===== src/rtl/fft_tx_pkg.sv =====
// rtl/fft_tx_pkg.sv - shared types and helpers for the FFT frame transmit scheduler
package fft_tx_pkg;

    localparam int WORD_W = 16;
    localparam int MAX_CH = 8;
    localparam logic [WORD_W-1:0] HDR_WORD_DEFAULT = 16'hFFFF;

    typedef enum logic [2:0] {
        IDLE,
        HDR,
        ID,
        DATA,
        CSUM,
        DONE
    } state_e;

    function automatic logic [WORD_W-1:0] csum_add(input logic [WORD_W-1:0] acc,
                                                   input logic [WORD_W-1:0] word);
        return acc + word;
    endfunction

    // First requester strictly after ptr, wrapping within nch channels.
    function automatic logic [2:0] rr_pick(input logic [MAX_CH-1:0] req,
                                           input logic [2:0]        ptr,
                                           input int unsigned       nch);
        logic [2:0]  pick;
        logic        found;
        int unsigned idx;
        pick  = ptr;
        found = 1'b0;
        for (int unsigned i = 1; i <= MAX_CH; i++) begin
            idx = (32'(ptr) + i) % nch;
            if (!found && (i <= nch) && req[idx[2:0]]) begin
                pick  = idx[2:0];
                found = 1'b1;
            end
        end
        return pick;
    endfunction

endpackage


===== src/rtl/word_skid_fifo.sv =====
// rtl/word_skid_fifo.sv - two-entry word FIFO absorbing buffer read latency
import fft_tx_pkg::*;

module word_skid_fifo (
    input  logic              clk,
    input  logic              rst_n,
    input  logic              push_i,
    input  logic [WORD_W-1:0] data_i,
    input  logic              pop_i,
    output logic [WORD_W-1:0] data_o,
    output logic [1:0]        count_o
);

    logic [WORD_W-1:0] mem_q [2];
    logic              wr_ptr_q, wr_ptr_d;
    logic              rd_ptr_q, rd_ptr_d;
    logic [1:0]        count_q, count_d;

    always_comb begin
        wr_ptr_d = wr_ptr_q;
        rd_ptr_d = rd_ptr_q;
        count_d  = count_q;
        if (push_i) begin
            wr_ptr_d = ~wr_ptr_q;
        end
        if (pop_i) begin
            rd_ptr_d = ~rd_ptr_q;
        end
        case ({push_i, pop_i})
            2'b10:   count_d = count_q + 2'd1;
            2'b01:   count_d = count_q - 2'd1;
            default: count_d = count_q;
        endcase
    end

    always_ff @(posedge clk or negedge rst_n) begin
        if (!rst_n) begin
            wr_ptr_q <= 1'b0;
            rd_ptr_q <= 1'b0;
            count_q  <= 2'd0;
        end else begin
            wr_ptr_q <= wr_ptr_d;
            rd_ptr_q <= rd_ptr_d;
            count_q  <= count_d;
        end
    end

    always_ff @(posedge clk) begin
        if (push_i) begin
            mem_q[wr_ptr_q] <= data_i;
        end
    end

    assign data_o  = mem_q[rd_ptr_q];
    assign count_o = count_q;

endmodule


===== src/rtl/fft_frame_tx_scheduler.sv =====
// rtl/fft_frame_tx_scheduler.sv - round-robin framer sharing one tx path among FFT buffers
import fft_tx_pkg::*;

module fft_frame_tx_scheduler #(
    parameter int                NCH       = 2,
    parameter int                FRAME_LEN = 64,
    parameter int                AW        = 6,
    parameter int                HDR_LEN   = 3,
    parameter logic [WORD_W-1:0] HDR_WORD  = HDR_WORD_DEFAULT
) (
    input  logic              clk,
    input  logic              rst_n,
    input  logic [NCH-1:0]    req,
    output logic [NCH-1:0]    grant,
    output logic [NCH-1:0]    done,
    output logic              rd_en,
    output logic [AW-1:0]     rd_addr,
    input  logic [WORD_W-1:0] rd_data,
    output logic [WORD_W-1:0] tx_data,
    output logic              tx_valid,
    input  logic              tx_ready,
    output logic              tx_last,
    output logic              busy
);

    state_e            state_q, state_d;
    logic [NCH-1:0]    grant_q, grant_d;
    logic [2:0]        ptr_q, ptr_d;
    logic [2:0]        owner_q, owner_d;
    logic [15:0]       hdr_cnt_q, hdr_cnt_d;
    logic [AW:0]       rd_cnt_q, rd_cnt_d;
    logic [AW:0]       acc_cnt_q, acc_cnt_d;
    logic [AW-1:0]     rd_addr_q, rd_addr_d;
    logic [WORD_W-1:0] csum_q, csum_d;
    logic              inflight_q;

    logic [MAX_CH-1:0] req_ext;
    logic [2:0]        pick;
    logic [2:0]        occ;
    logic              pop;
    logic [WORD_W-1:0] fifo_head;
    logic [1:0]        fifo_count;

    word_skid_fifo u_fifo (
        .clk     (clk),
        .rst_n   (rst_n),
        .push_i  (inflight_q),
        .data_i  (rd_data),
        .pop_i   (pop),
        .data_o  (fifo_head),
        .count_o (fifo_count)
    );

    always_comb begin
        req_ext          = '0;
        req_ext[NCH-1:0] = req;
    end

    always_comb begin
        state_d   = state_q;
        grant_d   = grant_q;
        ptr_d     = ptr_q;
        owner_d   = owner_q;
        hdr_cnt_d = hdr_cnt_q;
        rd_cnt_d  = rd_cnt_q;
        acc_cnt_d = acc_cnt_q;
        rd_addr_d = rd_addr_q;
        csum_d    = csum_q;
        pick      = rr_pick(req_ext, ptr_q, NCH);
        occ       = 3'd0;
        pop       = 1'b0;
        rd_en     = 1'b0;
        done      = '0;
        tx_valid  = 1'b0;
        tx_data   = '0;
        tx_last   = 1'b0;
        case (state_q)
            IDLE: begin
                if (|req) begin
                    ptr_d     = pick;
                    owner_d   = pick;
                    grant_d   = NCH'(1) << pick;
                    hdr_cnt_d = '0;
                    rd_cnt_d  = '0;
                    acc_cnt_d = '0;
                    rd_addr_d = '0;
                    csum_d    = '0;
                    state_d   = HDR;
                end
            end
            HDR: begin
                tx_valid = 1'b1;
                tx_data  = HDR_WORD;
                if (tx_ready) begin
                    if (hdr_cnt_q == 16'(HDR_LEN - 1)) begin
                        state_d = ID;
                    end else begin
                        hdr_cnt_d = hdr_cnt_q + 16'd1;
                    end
                end
            end
            ID: begin
                tx_valid = 1'b1;
                tx_data  = {13'b0, owner_q};
                if (tx_ready) begin
                    state_d = DATA;
                end
            end
            DATA: begin
                tx_valid = (fifo_count != 2'd0);
                tx_data  = fifo_head;
                pop      = tx_valid && tx_ready;
                // Count the word leaving this cycle as free space so a full pipe streams 1 word/cycle.
                occ      = 3'(fifo_count) - 3'(pop) + 3'(inflight_q);
                if ((rd_cnt_q < (AW+1)'(FRAME_LEN)) && (occ < 3'd2)) begin
                    rd_en     = 1'b1;
                    rd_cnt_d  = rd_cnt_q + 1'b1;
                    rd_addr_d = (rd_cnt_q == (AW+1)'(FRAME_LEN - 1)) ? '0 : rd_addr_q + 1'b1;
                end
                if (pop) begin
                    csum_d    = csum_add(csum_q, fifo_head);
                    acc_cnt_d = acc_cnt_q + 1'b1;
                    if (acc_cnt_q == (AW+1)'(FRAME_LEN - 1)) begin
                        state_d = CSUM;
                    end
                end
            end
            CSUM: begin
                tx_valid = 1'b1;
                tx_last  = 1'b1;
                tx_data  = csum_q;
                if (tx_ready) begin
                    state_d = DONE;
                end
            end
            DONE: begin
                done    = grant_q;
                grant_d = '0;
                state_d = IDLE;
            end
            default: state_d = IDLE;
        endcase
    end

    always_ff @(posedge clk or negedge rst_n) begin
        if (!rst_n) begin
            state_q    <= IDLE;
            grant_q    <= '0;
            ptr_q      <= 3'(NCH - 1);
            owner_q    <= '0;
            hdr_cnt_q  <= '0;
            rd_cnt_q   <= '0;
            acc_cnt_q  <= '0;
            rd_addr_q  <= '0;
            csum_q     <= '0;
            inflight_q <= 1'b0;
        end else begin
            state_q    <= state_d;
            grant_q    <= grant_d;
            ptr_q      <= ptr_d;
            owner_q    <= owner_d;
            hdr_cnt_q  <= hdr_cnt_d;
            rd_cnt_q   <= rd_cnt_d;
            acc_cnt_q  <= acc_cnt_d;
            rd_addr_q  <= rd_addr_d;
            csum_q     <= csum_d;
            inflight_q <= rd_en;
        end
    end

    assign grant   = grant_q;
    assign rd_addr = rd_addr_q;
    assign busy    = (state_q != IDLE);

endmodule


===== config.mk =====
export PLATFORM = sky130hd
export DESIGN_NAME = fft_frame_tx_scheduler
export DESIGN_NICKNAME = d
export VERILOG_FILES = /design/src/rtl/fft_tx_pkg.sv /design/src/rtl/word_skid_fifo.sv /design/src/rtl/fft_frame_tx_scheduler.sv
export SDC_FILE = /design/constraint.sdc
export NUM_CORES = 1
export LEC_CHECK = 0
export CAP_MARGIN = 15
export CORE_ASPECT_RATIO = 0.9
export CORE_MARGIN = 4
export CORE_UTILIZATION = 57
export DETAILED_ROUTE_END_ITERATION = 8
export PLACE_DENSITY_LB_ADDON = 0.08
export RECOVER_POWER = 50
export SYNTH_ARGS = -nofsm -noshare
export SYNTH_HDL_FRONTEND = slang
export SYNTH_SLANG_ARGS = --single-unit

===== constraint.sdc =====
create_clock -name clk -period 5.25 [get_ports clk]
set_input_delay 1.05 -clock clk [delete_from_list [all_inputs] [get_ports clk]]
set_output_delay 1.05 -clock clk [all_outputs]
set_load 0.01 [all_outputs]

==> results_dict.tcl, run 1 <==
set metrics [dict create \
    final_area_mm2 0.005982 \
    portBuffers 50 \
    io_pins 51 \
    r2r-start "u_fifo.rd_ptr_q" \
    irDropWorstVdd_mv 0.2757 \
    leakage_nw 2.502 \
    cts_sinks 98 \
    n_antenna_cell 0 \
    timing.final.crit_share 0.8819 \
    initial_core_util 0.5930 \
    area_growth_pct 15.57 \
    layout-drive-gt1-share 0.07517 \
    reg2reg_to "csum_q[12]" \
    hold_path.class "register to register" \
    hpwl_um 7817 \
    nets 611 \
    dieWidth_um 108.5 \
    yosys-top-cells-area "dfrtp_1 31%, edfxtp_1 19%, ha_1 5.1%, nand2_1 4.4%, o21ai_0 4.4%" \
    rsz0062_at_grt "false" \
    wirelength_um 10990 \
    synth_edf_count 32 \
    clockRootBuffer "clkbuf_8" \
    cts_tree "yes" \
    crit_buf_inv 3 \
    cp.required_ns 4.20 \
    grt_first_pass_wirelength_um 18800 \
    netlist_instances 517 \
    r2r_slack_ns 1.84 \
    insertion_delay_ns 0.37 \
    syn_avg_cell_area_um2 10.01 \
    wl_per_cell_um 15.91 \
    critical_path.startpoint "tx_ready" \
    path_common_cell "clkdlybuf4s50_1" \
    grt_max_degree 49 \
    status "finished, violations left" \
    synth_cell_types 50 \
    dieArea_mm2 0.01067 \
    place_congestion 0.8807 \
    drt-initial-drc-count 238 \
    cts.clk_slew.worst_paths_ns 0.11 \
    cp_top_family "buffers and inverters" \
    place_area_mm2 0.005794 \
    post_cts_buffers 0 \
    cap_violations 1 \
    dieHeight_um 98.41 \
    synth-warning-count 0 \
    syn_area_mm2 0.005176 \
    crit_end "rd_en" \
    drt_pass1_iterations 5 \
    worst-setup-path-type "primary input to output port" \
    ys.flop_type "dfrtp_1" \
    powerDensity_mw_per_mm2 500.2 \
    fmax_ghz 0.2160 \
    cp_max_fo 10 \
    yosysTopAreaCellShare 0.3142 \
    antenna_found_initial 0 \
    crit_chain "clkdlybuf4s50_1, nand2_1, nor2_1, o21ai_0, fa_1, xor2_1, nor4b_4, buf_4, clkdlybuf4s50_1" \
    worst_slew_pin_slew_ns 2.543 \
    cp-start-kind "primary input" \
    fin_setup_tns_ns 0 \
    min_period_ns 4.630 \
    cpPeakStageDelay_ns 0.55 \
    grt_pass1_vias 3920 \
    cts-buffers-inserted 9 \
    slew_violations 49 \
    synthArstFlopShare 0.6735 \
    worst_path_max_delay_cell "clkdlybuf4s50_1" \
    violations "capacitance limit, slew limit" \
    synth_largest_area_cell "dfrtp_1" \
    vias_per_cell 5.674 \
    syn_nets 561 \
    path_depth 9 \
    rows 32 \
    arrival_ns 3.58 \
    clockBufferDepth 2 \
    final-hold-violation-count 0 \
    cp-end-kind "output port" \
    synth-seq-cells 98 \
    coreArea_mm2 0.008728 \
    ys_seq_area_frac 0.5050 \
    cts_resized 0 \
    post-route-drc-count 0 \
    setup_viol 0 \
    relSlewSlack -0.6956 \
    ant_nets 0 \
    cts_max_level 3 \
    vias 3921 \
    grt_use_total 0.2214 \
    finClkSkew_ns 0.01750 \
    grt_overflow 0 \
    cts-hold-fix-buffers 0 \
    r2r_cells 11 \
]
## power breakdown
group / switching [W] / leakage (nW) / internal (W)
Clock: 0.000295 / 0.0902 / 0.000186
Sequential: 0.000164 / 1.17 / 0.000940
Combinational: 0.000775 / 1.24 / 0.000630
Total: 0.00124 / 2.50 / 0.00176
## how the worst min path moves through the flow
stage                          start    endpoint  slack (ns)  cells after the start
after CTS                 rd_addr[5]  rd_addr[5]        0.48                      1
final                     rd_addr[5]  rd_addr[5]        0.48                      1
after floorplan           owner_q[0]  owner_q[0]        0.45                      2
after detailed placement  rd_addr[5]  rd_addr[5]        0.47                      1
after global placement    rd_addr[5]  rd_addr[5]        0.46                      1
after global routing      rd_addr[5]  rd_addr[5]        0.50                      1
## placed cells by master, fill, tap and decap left out, types with 11 or more instances in the layout
master            n
nand2_1          61
nor3_1           13
ha_1             21
edfxtp_1         32
o21ai_0          45
a21oi_1          24
inv_1            13
dfrtp_1          65
clkdlybuf4s50_1  32
nand3_1          12
nor2_1           59
xnor2_1          19
mux2_2           17
xor2_1           18
dlygate4sd3_1    17
a21o_1           11
## cell families (layout without fill, tap and decap cells)
| logic type | count (synthesis) | count (layout) | share of synthesized area |
|---|---|---|---|
| AOI/OAI and AO/OA | 116 | 116 | 0.1361 |
| xor gates and xnor gates | 37 | 37 | 0.06261 |
| adders and majority gates | 23 | 23 | 0.05850 |
| buffers and inverters | 31 | 86 | 0.02320 |
| DFF | 98 | 98 | 0.5050 |
| muxes | 19 | 19 | 0.04085 |
| and+or+nand+nor | 193 | 193 | 0.1738 |
## layout make-up
cell class | instances | area (µm²)
clock buffer | 9 | 123.9
clock inverter | 7 | 72.57
fill | 708 | 2746
inverter | 15 | 56.30
multi-input combinational | 388 | 2442
sequential | 98 | 2614
tap | 119 | 148.9
timing repair buffer | 55 | 524.3
## cells in the mapped netlist, types with 2 or more instances
cell / count
nor2_1: 59
nand3_1: 12
buf_2: 3
edfxtp_1: 32
or2_2: 2
and2_1: 4
nor3_1: 13
inv_1: 13
clkbuf_1: 12
o31a_1: 2
o31ai_1: 7
or3_1: 4
xnor2_1: 19
o21ai_1: 4
a31oi_1: 3
mux2i_1: 2
nand2_1: 61
ha_1: 21
and3_1: 8
a21o_1: 11
mux2_2: 17
nor2b_1: 4
a211oi_1: 3
nand2b_1: 4
nor4_1: 8
a21oi_1: 24
o211ai_1: 2
a22o_1: 6
nand4_1: 10
fa_1: 2
o21ai_0: 45
xor2_1: 18
dfrtp_1: 65
## metal layers
layer	routed length, µm	part of all wire	GRT usage	vias up
li1	-	-	-	1935
met1	5452	0.50	0.3333	1884
met2	5001	0.46	0.3335	92
met3	432	0.039	0.03767	10
met4	105	0.0096	0.05534	0
met5	0	0	0	-
## registers in the layout (all words and copies together) (netlist names)
| name | count |
|---|---|
| acc_cnt_q | 7 |
| csum_q | 16 |
| grant | 2 |
| hdr_cnt_q | 16 |
| inflight_q | 1 |
| owner_q | 1 |
| ptr_q | 3 |
| rd_addr | 6 |
| rd_cnt_q | 7 |
| state_q | 3 |
| u_fifo.count_o | 2 |
| u_fifo.mem_q | 32 |
| u_fifo.rd_ptr_q | 1 |
| u_fifo.wr_ptr_q | 1 |
## through the flow
| step | setup WS, ns | utilization | cells | power (W) | hold slack, ns |
|---|---|---|---|---|---|
| 2_1_floorplan | 1.757 | - | 517 | 0.002030 | 0.4455 |
| 3_3_place_gp | 0.6726 | 0.6638 | 675 | 0.002486 | 0.4569 |
| 3_5_place_dp | 0.6135 | 0.6638 | 675 | 0.002520 | 0.4667 |
| 4_1_cts | 0.5975 | 0.6864 | 691 | 0.003007 | 0.4816 |
| 5_1_grt | 0.4445 | 0.6854 | 691 | 0.003216 | 0.5013 |
| 6_report | 0.6202 | 0.6854 | 691 | 0.002992 | 0.4772 |
(Power assumes the default switching activity.)
==> run 2, diff against run 1 <==
--- a/config.mk
+++ b/config.mk
@@ -10,6 +10,7 @@
 export CORE_MARGIN = 4
 export CORE_UTILIZATION = 57
 export DETAILED_ROUTE_END_ITERATION = 8
+export DONT_BUFFER_PORTS = 1
 export PLACE_DENSITY_LB_ADDON = 0.08
 export RECOVER_POWER = 50
 export SYNTH_ARGS = -nofsm -noshare
==> results_dict.tcl, run 2 (synthesis gave the netlist of run 1 again) <==
set metrics [dict create \
    fmax_ghz 0.2746 \
    fin_ws_ns 1.608 \
    vias_per_cell 5.931 \
    area_growth_pct 5.777 \
    reg_top3 "u_fifo.mem_q (32), csum_q (16), hdr_cnt_q (16)" \
    cts_max_level 3 \
    layout_common_cells "65 x dfrtp_1, 61 x nand2_1, 59 x nor2_1, 45 x o21ai_0, 32 x edfxtp_1" \
    regMostFlops "u_fifo.mem_q" \
    grt_overflow 0 \
    ant_nets 0 \
    cts-hold-fix-buffers 0 \
    leakage_nw 2.319 \
    cp-start-kind "primary input" \
    r2r-start "u_fifo.rd_ptr_q" \
    cp_top_family "simple AND/OR/NAND/NOR gates" \
    wl_per_cell_um 17.04 \
    cts-buffers-inserted 9 \
    r2r_slack_ns 1.92 \
    vias 3790 \
    cp-end-kind "output port" \
    io_pins 51 \
    layout-drive-gt1-share 0.08077 \
    place_congestion 0.8521 \
    worst_slew_pin_slew_ns 0.9442 \
    cap_violations 0 \
    cpPeakStageDelay_ns 0.63 \
    worst_path_max_delay_cell "nor4b_4" \
    place_area_mm2 0.005284 \
    grt_max_degree 67 \
    grt_first_pass_wirelength_um 18200 \
    cts_tree "yes" \
    final_area_mm2 0.005475 \
    slew_violations 0 \
    n_antenna_cell 0 \
    portBuffers 0 \
    critical_path.startpoint "tx_ready" \
    crit_chain "nand2_1, nor2_1, o21ai_0, fa_1, xor2_1, nor4b_4" \
    fillers 779 \
    rows 32 \
    fin_setup_tns_ns 0 \
    post_cts_buffers 0 \
    cts.clk_slew.worst_paths_ns 0.11 \
    coreArea_mm2 0.008728 \
    setup_viol 0 \
    largest_register_ffs 32 \
    grt_pass1_vias 3642 \
    relSlewSlack 0.3705 \
    grt_use_total 0.2181 \
    dieArea_mm2 0.01067 \
    post-place-ws_ns 1.581 \
    cp_max_fo 10 \
    finClkSkew_ns 0.01228 \
    crit_buf_inv 0 \
    nets 559 \
    timing.final.crit_share 0.6936 \
    drt_pass1_iterations 4 \
    cts_resized 0 \
    cts_sinks 98 \
    dieWidth_um 108.5 \
    final_common_cell "dfrtp_1" \
    final-hold-violation-count 0 \
    post-route-drc-count 0 \
    powerDensity_mw_per_mm2 508.3 \
    clockBufferDepth 2 \
    hpwl_um 7546 \
    antenna_found_initial 0 \
    clockRootBuffer "clkbuf_8" \
    wirelength_um 10890 \
    initial_core_util 0.5930 \
    worst-setup-path-type "primary input to output port" \
    final_cells 639 \
    status "finished clean" \
    hold_path.class "primary input to asynchronous set/reset pin" \
    arrival_ns 2.59 \
    irDropWorstVdd_mv 0.3245 \
    dieHeight_um 98.41 \
    insertion_delay_ns 0.38 \
    drt-initial-drc-count 166 \
    cp.required_ns 4.20 \
    dp_cells 623 \
    min_period_ns 3.642 \
    rsz0062_at_grt "false" \
]
==> run 2: changes by cell type in the layout (fill, tap and decap cells not counted), sizes merged <==
cell	change
dlygate4sd3	-17
clkinvlp	-3
clkinv	-1
clkbuf	-2
clkdlybuf4s50	-32
inv	+4
buf	-1
==> run 2: per-layer routing <==
layer	track usage	wire, µm	vias up
met5	0	0	-
met4	0.06505	147	0
met3	0.06477	813	12
met2	0.3088	4747	105
met1	0.3241	5178	1838
li1	-	-	1835
==> run 2: final cells by class <==
| class | count | area [µm²] | share of cell area |
|---|---|---|---|
| tap | 119 | 148.9 | 0.02719 |
| timing repair buffer | 3 | 18.77 | 0.003428 |
| sequential | 98 | 2614 | 0.4774 |
| clock inverter | 7 | 71.32 | 0.01303 |
| inverter | 15 | 56.30 | 0.01028 |
| multi-input combinational | 388 | 2442 | 0.4461 |
| clock buffer | 9 | 123.9 | 0.02262 |
==> run 2: metrics by stage <==
step | power (W) | utilization | hold slack, ns
finish | 0.002783 | 0.6273 | 0.3578
detailed placement | 0.002304 | 0.6054 | 0.4755
global route | 0.002990 | 0.6273 | 0.3300
floorplan | 0.002030 | - | 0.4455
CTS | 0.002797 | 0.6277 | 0.3310
global placement | 0.002277 | 0.6054 | 0.4697
==> run 2: path summary, 6_finish.rpt <==
path / to / cells past startpoint
setup / recovery: rd_en / 6
hold / removal: hdr_cnt_q[4] / 0
setup reg to reg: csum_q[12] / 11
hold reg to reg: u_fifo.wr_ptr_q / 1
max in group asynchronous: ptr_q[0] / 0
min in group clk: u_fifo.wr_ptr_q / 1
==> run 2: report_power, final <==
group | internal (W) | leakage [nW] | switching [W]
sequential | 0.000940 | 1.17 | 0.000173
combinational | 0.000453 | 1.05 | 0.000728
clock | 0.000191 | 0.103 | 0.000299
==> run 2: worst register-to-register path, stage by stage (launching register included) <==
cell and delay, ns:
dfrtp_1 0.80, mux2_2 0.43, ha_1 0.22, inv_1 0.08
fa_1 0.21, nor2b_1 0.07, nor3_1 0.22, o21bai_1 0.14
a41oi_1 0.36, a211oi_1 0.14, or3_1 0.32, a32o_1 0.24
